`src/rtl/fu_issue_port_if.sv`:
```
// Issue-port bundle: scheduler offer, kill/resolve broadcast, and unit-facing head.
`ifndef PORT_S2E_LEN
`define PORT_S2E_LEN 32
`endif
`ifndef SPEC_STATES
`define SPEC_STATES 4
`endif
`ifndef PORT_S2E_KILLMASK
`define PORT_S2E_KILLMASK 7:4
`endif

interface fu_issue_port_if #(
  parameter int unsigned S2E_LEN     = `PORT_S2E_LEN,
  parameter int unsigned SPEC_STATES = `SPEC_STATES
);
  logic                   Flush;
  logic                   Kill_Enable;
  logic [SPEC_STATES-1:0] Kill_VKillMask;
  logic                   Resolve_Enable;
  logic [SPEC_STATES-1:0] Resolve_Mask;
  logic                   Issue_Valid;
  logic [S2E_LEN-1:0]     Issue_Uop;
  logic                   Issue_Ready;
  logic                   Port_Valid;
  logic [S2E_LEN-1:0]     Port_S2E;
  logic                   Ready;
  logic [1:0]             Occupancy;

  // Scheduler / functional-unit side.
  modport master (
    output Flush, Kill_Enable, Kill_VKillMask, Resolve_Enable, Resolve_Mask,
    output Issue_Valid, Issue_Uop, Ready,
    input  Issue_Ready, Port_Valid, Port_S2E, Occupancy
  );

  // Issue port side.
  modport slave (
    input  Flush, Kill_Enable, Kill_VKillMask, Resolve_Enable, Resolve_Mask,
    input  Issue_Valid, Issue_Uop, Ready,
    output Issue_Ready, Port_Valid, Port_S2E, Occupancy
  );
endinterface

```
`src/rtl/fu_issue_port.sv`:
```
// Two-entry holding queue in front of one multicycle FP unit. The head drives the unit;
// queued uops are pruned on kill/flush and have their kill masks trimmed on resolve.
`ifndef PORT_S2E_LEN
`define PORT_S2E_LEN 32
`endif
`ifndef SPEC_STATES
`define SPEC_STATES 4
`endif
`ifndef PORT_S2E_KILLMASK
`define PORT_S2E_KILLMASK 7:4
`endif

module fu_issue_port #(
  parameter int unsigned S2E_LEN     = `PORT_S2E_LEN,
  parameter int unsigned SPEC_STATES = `SPEC_STATES,
  parameter int unsigned DEPTH       = 2  // only 2 is supported
) (
  input logic            clk,
  input logic            rst_n,
  fu_issue_port_if.slave io
);

  typedef logic [S2E_LEN-1:0]     pkt_t;
  typedef logic [SPEC_STATES-1:0] mask_t;

  localparam logic [1:0] Full = 2'(DEPTH);

  logic v0_q, v0_d, v1_q, v1_d;
  pkt_t p0_q, p0_d, p1_q, p1_d;

  logic kill0, kill1, kill_in;
  logic pop, push, live0, live1;
  pkt_t r0, r1, r_in;
  logic [1:0] occ;

  function automatic logic is_killed(input pkt_t p, input logic en, input mask_t vmask);
    return en & (|(p[`PORT_S2E_KILLMASK] & vmask));
  endfunction

  function automatic pkt_t resolve(input pkt_t p, input logic en, input mask_t rmask);
    pkt_t r;
    r = p;
    if (en) r[`PORT_S2E_KILLMASK] = p[`PORT_S2E_KILLMASK] & ~rmask;
    return r;
  endfunction

  // Kill is judged on the pre-resolve mask; resolve only trims what gets stored.
  assign kill0   = is_killed(p0_q, io.Kill_Enable, io.Kill_VKillMask);
  assign kill1   = is_killed(p1_q, io.Kill_Enable, io.Kill_VKillMask);
  assign kill_in = is_killed(io.Issue_Uop, io.Kill_Enable, io.Kill_VKillMask);
  assign r0      = resolve(p0_q, io.Resolve_Enable, io.Resolve_Mask);
  assign r1      = resolve(p1_q, io.Resolve_Enable, io.Resolve_Mask);
  assign r_in    = resolve(io.Issue_Uop, io.Resolve_Enable, io.Resolve_Mask);

  assign occ         = {1'b0, v0_q} + {1'b0, v1_q};
  assign io.Occupancy   = occ;
  // No ready-through-pop: acceptance depends on registered occupancy only.
  assign io.Issue_Ready = (occ < Full);
  assign io.Port_Valid  = v0_q;
  assign io.Port_S2E    = v0_q ? p0_q : '0;

  assign pop   = v0_q & io.Ready;
  assign live0 = v0_q & ~kill0 & ~pop;
  assign live1 = v1_q & ~kill1;
  // An accepted-but-killed uop is consumed without being written.
  assign push  = io.Issue_Valid & io.Issue_Ready & ~kill_in & ~io.Flush;

  // Next state: kill/resolve, pop, compact survivors toward e0, then push.
  always_comb begin
    v0_d = 1'b0;
    v1_d = 1'b0;
    p0_d = p0_q;
    p1_d = p1_q;
    if (live0) begin
      v0_d = 1'b1;
      p0_d = r0;
      v1_d = live1;
      p1_d = r1;
    end else if (live1) begin
      v0_d = 1'b1;
      p0_d = r1;
    end
    if (push) begin
      if (!v0_d) begin
        v0_d = 1'b1;
        p0_d = r_in;
      end else begin
        v1_d = 1'b1;
        p1_d = r_in;
      end
    end
    if (io.Flush) begin
      v0_d = 1'b0;
      v1_d = 1'b0;
    end
  end

  // Queue state registers with synchronous active-low reset.
  always_ff @(posedge clk) begin
    if (!rst_n) begin
      v0_q <= 1'b0;
      v1_q <= 1'b0;
      p0_q <= '0;
      p1_q <= '0;
    end else begin
      v0_q <= v0_d;
      v1_q <= v1_d;
      p0_q <= p0_d;
      p1_q <= p1_d;
    end
  end

endmodule

```
`src/flat_wrapper.sv`:
```
// flat-port wrapper written by rule: the top's interface ports become plain ports
module fu_issue_port_flat 
#(
  parameter int unsigned S2E_LEN     = `PORT_S2E_LEN,
  parameter int unsigned SPEC_STATES = `SPEC_STATES,
  parameter int unsigned DEPTH       = 2                        
)
  (clk, rst_n, io_Flush, io_Kill_Enable, io_Kill_VKillMask, io_Resolve_Enable, io_Resolve_Mask, io_Issue_Valid, io_Issue_Uop, io_Ready, io_Issue_Ready, io_Port_Valid, io_Port_S2E, io_Occupancy);
  fu_issue_port_if #(.S2E_LEN(S2E_LEN), .SPEC_STATES(SPEC_STATES)) io_i ();
  input logic clk;
  input logic rst_n;
  input wire logic [$bits(io_i.Flush)-1:0] io_Flush;
  input wire logic [$bits(io_i.Kill_Enable)-1:0] io_Kill_Enable;
  input wire logic [$bits(io_i.Kill_VKillMask)-1:0] io_Kill_VKillMask;
  input wire logic [$bits(io_i.Resolve_Enable)-1:0] io_Resolve_Enable;
  input wire logic [$bits(io_i.Resolve_Mask)-1:0] io_Resolve_Mask;
  input wire logic [$bits(io_i.Issue_Valid)-1:0] io_Issue_Valid;
  input wire logic [$bits(io_i.Issue_Uop)-1:0] io_Issue_Uop;
  input wire logic [$bits(io_i.Ready)-1:0] io_Ready;
  output wire logic [$bits(io_i.Issue_Ready)-1:0] io_Issue_Ready;
  output wire logic [$bits(io_i.Port_Valid)-1:0] io_Port_Valid;
  output wire logic [$bits(io_i.Port_S2E)-1:0] io_Port_S2E;
  output wire logic [$bits(io_i.Occupancy)-1:0] io_Occupancy;
  assign io_i.Flush = io_Flush;
  assign io_i.Kill_Enable = io_Kill_Enable;
  assign io_i.Kill_VKillMask = io_Kill_VKillMask;
  assign io_i.Resolve_Enable = io_Resolve_Enable;
  assign io_i.Resolve_Mask = io_Resolve_Mask;
  assign io_i.Issue_Valid = io_Issue_Valid;
  assign io_i.Issue_Uop = io_Issue_Uop;
  assign io_i.Ready = io_Ready;
  assign io_Issue_Ready = io_i.Issue_Ready;
  assign io_Port_Valid = io_i.Port_Valid;
  assign io_Port_S2E = io_i.Port_S2E;
  assign io_Occupancy = io_i.Occupancy;
  fu_issue_port #(.S2E_LEN(S2E_LEN), .SPEC_STATES(SPEC_STATES), .DEPTH(DEPTH)) u_core (.clk(clk), .rst_n(rst_n), .io(io_i));
endmodule
```
`config.mk`:
```
export PLATFORM = sky130hd
export DESIGN_NAME = fu_issue_port_flat
export DESIGN_NICKNAME = d
export VERILOG_FILES = /design/src/rtl/fu_issue_port_if.sv /design/src/rtl/fu_issue_port.sv /design/src/flat_wrapper.sv
export SDC_FILE = /design/constraint.sdc
export NUM_CORES = 1
export LEC_CHECK = 0
export CORE_UTILIZATION = 45
export DETAILED_ROUTE_END_ITERATION = 10
export PLACE_DENSITY = 0.76
export SLEW_MARGIN = 5
export SYNTH_ARGS = -nofsm -noshare
export SYNTH_HDL_FRONTEND = slang
export SYNTH_SLANG_ARGS = --single-unit
```
`constraint.sdc`:
```
create_clock -name clk -period 1.78 [get_ports clk]
set_input_delay 0.356 -clock clk [delete_from_list [all_inputs] [get_ports clk]]
set_output_delay 0.356 -clock clk [all_outputs]
set_load 0.01 [all_outputs]
```
# Yosys cells after proc, flatten, opt, wreduce, memory -nomap -nowiden
# Index checks and enable logic that the tools add are counted.
# W data, S select, Z words.
dict set report totals {
  word_cells 50
  reg_bits 66
  out_inout_bits 36
}
dict set report classes {
  add_sub_neg 1
  n_reduce_logical 4
  bitwise 23
  n_lt_le_gt_ge 1
  mux 17
}
# operator count
set ops {}
lappend ops {{$mux W32} 7}
lappend ops {{$and A4 B4 Y4} 6}
lappend ops {{$mux W4} 3}
lappend ops {{$reduce_or A4 Y1} 3}
lappend ops {{$and A1 B1 Y1} 10}
lappend ops {{$mux W8} 1}
lappend ops {{$mux W1} 6}
lappend ops {{$not A1 Y1} 6}
lappend ops {{$not A4 Y4} 1}
lappend ops {{$add A1 B1 Y2} 1}
lappend ops {{$lt A2 B2 Y1 const B} 1}
lappend ops {{$reduce_or A2 Y1} 1}

# Logic depth before layout (Yosys ltp)
dict set report depth {
  ltp_word 9
  ltp_mapped 7
}

# Least setup slack after synthesis
# No wires, ideal clock.
dict set report synth_path {
  kind {register to register}
  startpoint {register u_core.v0_q (netlist: u_core.io.Port_Valid)}
  endpoint {register u_core.p1_q[6]}
  path_buffers 2
  arrival_ns 1.673
  t_required_ns 1.710
  synth_period_minus_slack_ns 1.744
  path_slack_ns 0.036
  stages_incl_launch_ff 8
  setup_time_ns 0.070
  path_cell_list {dfxtp_1 ha_1 nor2_1 nand3_1 clkbuf_1 clkbuf_1 o221ai_1 a21oi_1}
}
dict set report synth_via {
  elab_chain_len 6
}
# item line_no
set synth_lines {}
lappend synth_lines {{start, declared} fu_issue_port.sv:28} ;# logic v0_q, v0_d, v1_q, v1_d;
lappend synth_lines {{start signal, assigned} fu_issue_port.sv:106} ;# v0_q <= v0_d;
lappend synth_lines {{$add A1 B1 Y2} fu_issue_port.sv:55} ;# assign occ = {1'b0, v0_q} + {1'b0, v1_q};
lappend synth_lines {{via io_Occupancy[1]} flat_wrapper.sv:23} ;# output wire logic [$bits(io_i.Occupancy)-1:0] io_Occupancy;
lappend synth_lines {{$lt A2 B2 Y1} fu_issue_port.sv:58} ;# assign io.Issue_Ready = (occ < Full);
lappend synth_lines {{$and A1 B1 Y1 (3 in a row)} fu_issue_port.sv:66} ;# assign push = io.Issue_Valid & io.Issue_Ready & ~kill_in & ~io.Flush;
lappend synth_lines {{$mux W32} fu_issue_port.sv:83} ;# if (push) begin
lappend synth_lines {{end signal, assigned} fu_issue_port.sv:109} ;# p1_q <= p1_d;
lappend synth_lines {{end, declared} fu_issue_port.sv:29} ;# pkt_t p0_q, p0_d, p1_q, p1_d;
# The timed path passes the listed nets, and every way through them passes these cells.
# A chain may end at the register's enable or synchronous reset.

# Final worst setup path
dict set report layout_path {
  startpoint {register u_core.p1_q[7]}
  endpoint {register u_core.p0_q[21]}
}
dict set report layout_via {
  elab_chain_len 9
}
# item line_no
set layout_lines {}
lappend layout_lines {{$and A4 B4 Y4 (*)} fu_issue_port.sv:37} ;# return en & (|(p[`PORT_S2E_KILLMASK] & vmask));
lappend layout_lines {{$reduce_or A4 Y1 (*)} fu_issue_port.sv:37}
lappend layout_lines {{$and A1 B1 Y1 (*)} fu_issue_port.sv:37}
lappend layout_lines {{$not A1 Y1 (*)} fu_issue_port.sv:64} ;# assign live1 = v1_q & ~kill1;
lappend layout_lines {{$and A1 B1 Y1 (*)} fu_issue_port.sv:64}
lappend layout_lines {{$mux W32 or $mux W1 (tied branches)} fu_issue_port.sv:79} ;# end else if (live1) begin
lappend layout_lines {{$mux W32 or $mux W1 (tied branches)} fu_issue_port.sv:74} ;# if (live0) begin
lappend layout_lines {{$mux W32} fu_issue_port.sv:84} ;# if (!v0_d) begin
lappend layout_lines {{$mux W32 (*)} fu_issue_port.sv:83}
lappend layout_lines {{end signal, assigned} fu_issue_port.sv:108} ;# p0_q <= p0_d;
lappend layout_lines {{end, declared} fu_issue_port.sv:29}
# Mark *: on every way between the ends. The rest lies on a longest branch, timed or not.

==> metrics.txt <==
worst-margin pin slew roughly 0.32 ns; worst path required time a little over 2 ns; CTS Sinks 66; Mapped Cells slightly above 400; crit-path max FO 7; failing checks setup timing; largest net degree at the start of global routing 48; slew margin rel. 78.7%; clock buffer depth 2; clock skew 0.0115 ns; CP Data Arrival Time around 2.1 ns; router iterations before antenna repair 4; remaining global-route overflow 0; routed vias/inst between 6 and 7; initial antenna violation count 0; total of max-cap violations 0; worst reg2reg path startpoint u_core.p1_q[7]; FILL cells 543; Worst Hold Class primary input to flip-flop; net count reported at finish roughly 560; Switching Share between 20% and 30%; Syn Area/Cell 8.67 um^2; Mapped Area 3490 um^2; asr flop ratio synth 0%; I/O pin count 83; TNS Setup -0.153 ns; Root Buffer clkbuf_8; vias roughly 3,700; Site Rows 31; Syn. warnings 0; RD Place Congestion roughly 0.91; sequential-to-total area share from yosys stat 37.8%; hold path startpoint io_Issue_Uop[6]; FF+latch count, synth 66; clock-pin slew on the worst setup and hold paths about 0.08 ns; vias in the first global route around 3,600; DRT iter0 DRCs roughly 300; R2R depth 7; Worst setup SP type flip-flop; Hold Path Depth 3; pre-CTS WS -0.498 ns; Final Critical Period between 1.5 and 2 ns; Reg area roughly 1300 um^2; Initial Utilization between 40% and 50%; Reg power frac a little under half; Area Growth Syn to Fin 51.7%; dpl hpwl between 6 and 7 mm; Tcrit/Tclk final 102%; gr usage total a little over a quarter; ANT nets after route 0; Post-synth EDFFs 0; slowest cell delay on critical path about 0.34 ns; die width about 90 um; Setup violations, final 8; Fmax achieved about 550 MHz; final core utilization approximately 72%; R2R Path End u_core.p0_q[21]; Setup WS post-layout -0.0409 ns; H-tree levels 3; synth unique cells between 40 and 50; status finished with violations; layout cells sized above 1 between 20% and 30%; top_reg_cell synth dfxtp_1; CP Capture Type flip-flop; # port buffers 82; critical path, cell by cell a22o_1 > o21a_4 > a211oi_4 > buf_6 > buf_12 > nand2_4 > a311oi_2; logic gate share of total power between 10% and 20%; clock network fraction of total power 36.3%; RSZ-0062 raised after global routing yes; CTS tree built; drt total wl about 12 mm; die area around 8000 um^2; Int Pwr roughly 2.4 mW; power per cell area 617 nW/um^2; CP max-delay cell dfxtp_2; Inserted Diodes 0; worst reg2reg setup slack -0.04 ns; final max-slew violation count 0; wire length of the first global-routing pass between 15 and 20 mm; VDD IR-drop max approximately 330 uV; DRC 0; clock latency on the worst-skew pair 0.35 ns; area of the multi-input gates roughly 2100 um^2; Syn Nets around 450; leakage 2.10 nW; Die Height between 90 and 100 um; Post-Layout Cell Count just over 600; Core Footprint between 7000 and 8000 um^2; CTS Buf Count 9; CTS Hold Bufs 0; placed cells slightly below 600; switching power ~0.9 mW; WL/cell between 15 and 20 um; WHS Endpoint u_core.p0_q[6]; Final Hold Vio Count 0; kind of critical path flip-flop to flip-flop
-- per-stage QoR --
step	hold WS [ns]	instance area, um^2	total power [mW]
finish	0.348	5300	3.27
floorplan	0.450	3490	1.80
global route	0.345	5300	3.36
detailed placement	0.467	4580	2.03
CTS	0.476	5020	3.19
global placement	0.460	4580	2.02
-- how the worst max path moves through the flow --
stage                         start         endpoint  slack (ns)  cells past startpoint
2_1_floorplan  u_core.io.Port_Valid   u_core.p1_q[6]        0.04                      7
3_3_place_gp   io_Kill_VKillMask[3]   u_core.p0_q[0]       -0.43                      7
3_5_place_dp   io_Kill_VKillMask[0]  u_core.p0_q[23]       -0.50                      7
4_1_cts              u_core.p1_q[4]  u_core.p0_q[26]       0.002                      8
5_1_grt              u_core.p1_q[7]  u_core.p0_q[21]       -0.05                      7
6_report             u_core.p1_q[7]  u_core.p0_q[21]       -0.04                      7
-- Yosys cell counts, types with 5 or more instances --
cell / instances / share of area, %
nand2_1: 66 / 7.1
a21oi_1: 33 / 4.7
a311oi_1: 8 / 2.0
and2_1: 32 / 5.7
o21ai_0: 32 / 4.6
nor3_1: 26 / 3.7
dfxtp_1: 66 / 38
nand3_1: 29 / 4.2
and3_1: 5 / 0.90
a311oi_2: 20 / 8.6
clkbuf_1: 13 / 1.4
clkbuf_8: 10 / 3.9
-- area by class of cell --
cell class,count,area share [%]
Multi-Input combinational cell,299,40.5
Timing Repair Buffer,136,28.5
Sequential cell,66,25.1
Clock buffer,11,2.86
Tap cell,99,2.34
Clock inverter,4,0.496
Inverter,3,0.213
-- placed cells by master (no fill, tap or decap), types with 9 or more instances in the layout --
| cell | n |
|---|---|
| dfxtp_1 | 61 |
| nand2_2 | 9 |
| buf_4 | 23 |
| a311oi_2 | 28 |
| nor3_1 | 22 |
| a21oi_1 | 30 |
| clkdlybuf4s15_1 | 10 |
| o21ai_0 | 30 |
| buf_12 | 12 |
| and2_1 | 32 |
| buf_6 | 10 |
| clkdlybuf4s50_1 | 37 |
| dlygate4sd2_1 | 30 |
| nand3_1 | 28 |
| clkbuf_8 | 11 |
| nand2_1 | 51 |
-- kinds of logic (layout without fill, tap and decap cells) --
logic type / count (synthesis) / after routing / share of synthesized area (%)
buffers and inverters: 38 / 154 / 8.38
flip-flops: 66 / 66 / 37.8
adder cells (fa/ha/maj): 2 / 2 / 0.645
AND/OR/NAND/NOR: 176 / 176 / 24.9
AO/OA/AOI/OAI: 121 / 121 / 28.2
-- state kept, by name, summed over array words and instances (netlist names) --
register              cells
u_core.p0_q              32
u_core.io.Port_Valid      1
u_core.p1_q              32
u_core.v1_q               1
-- power groups by stage --
stage	Combinational (mW)	Sequential [mW]	Clock [mW]
final	0.528	1.55	1.19
after global routing	0.556	1.56	1.24
after CTS	0.465	1.55	1.18
after detailed placement	0.439	1.59	0
after global placement	0.431	1.59	0
after floorplan	0.226	1.58	0
-- timing repair --
action | in CTS | in global routing
pin swaps | 14 | 41
buffers inserted | 8 | 1
hold endpoints to repair | 0 | 0
setup endpoints to repair | 98 | 74
gates resized for setup | 73 | 67
gates cloned | 4 | 5
-- layer usage --
layer,GRT usage [%],part of all wire [%],up-vias
li1,-,-,1701
met1,31.1,39,1807
met2,46.4,52,182
met3,5.50,6.9,26
met4,11.0,2.2,0
met5,0,0,-
-- critical path, delay by kind of cell, from the launching register on --
| family | cells | cell delay (ns) |
|---|---|---|
| DFF | 1 | 0.34 |
| AOI/OAI and AO/OA | 4 | 1.05 |
| buffers and inverters | 2 | 0.30 |
| and+or+nand+nor | 1 | 0.05 |
Note: power is estimated with default switching activity, not from simulation.
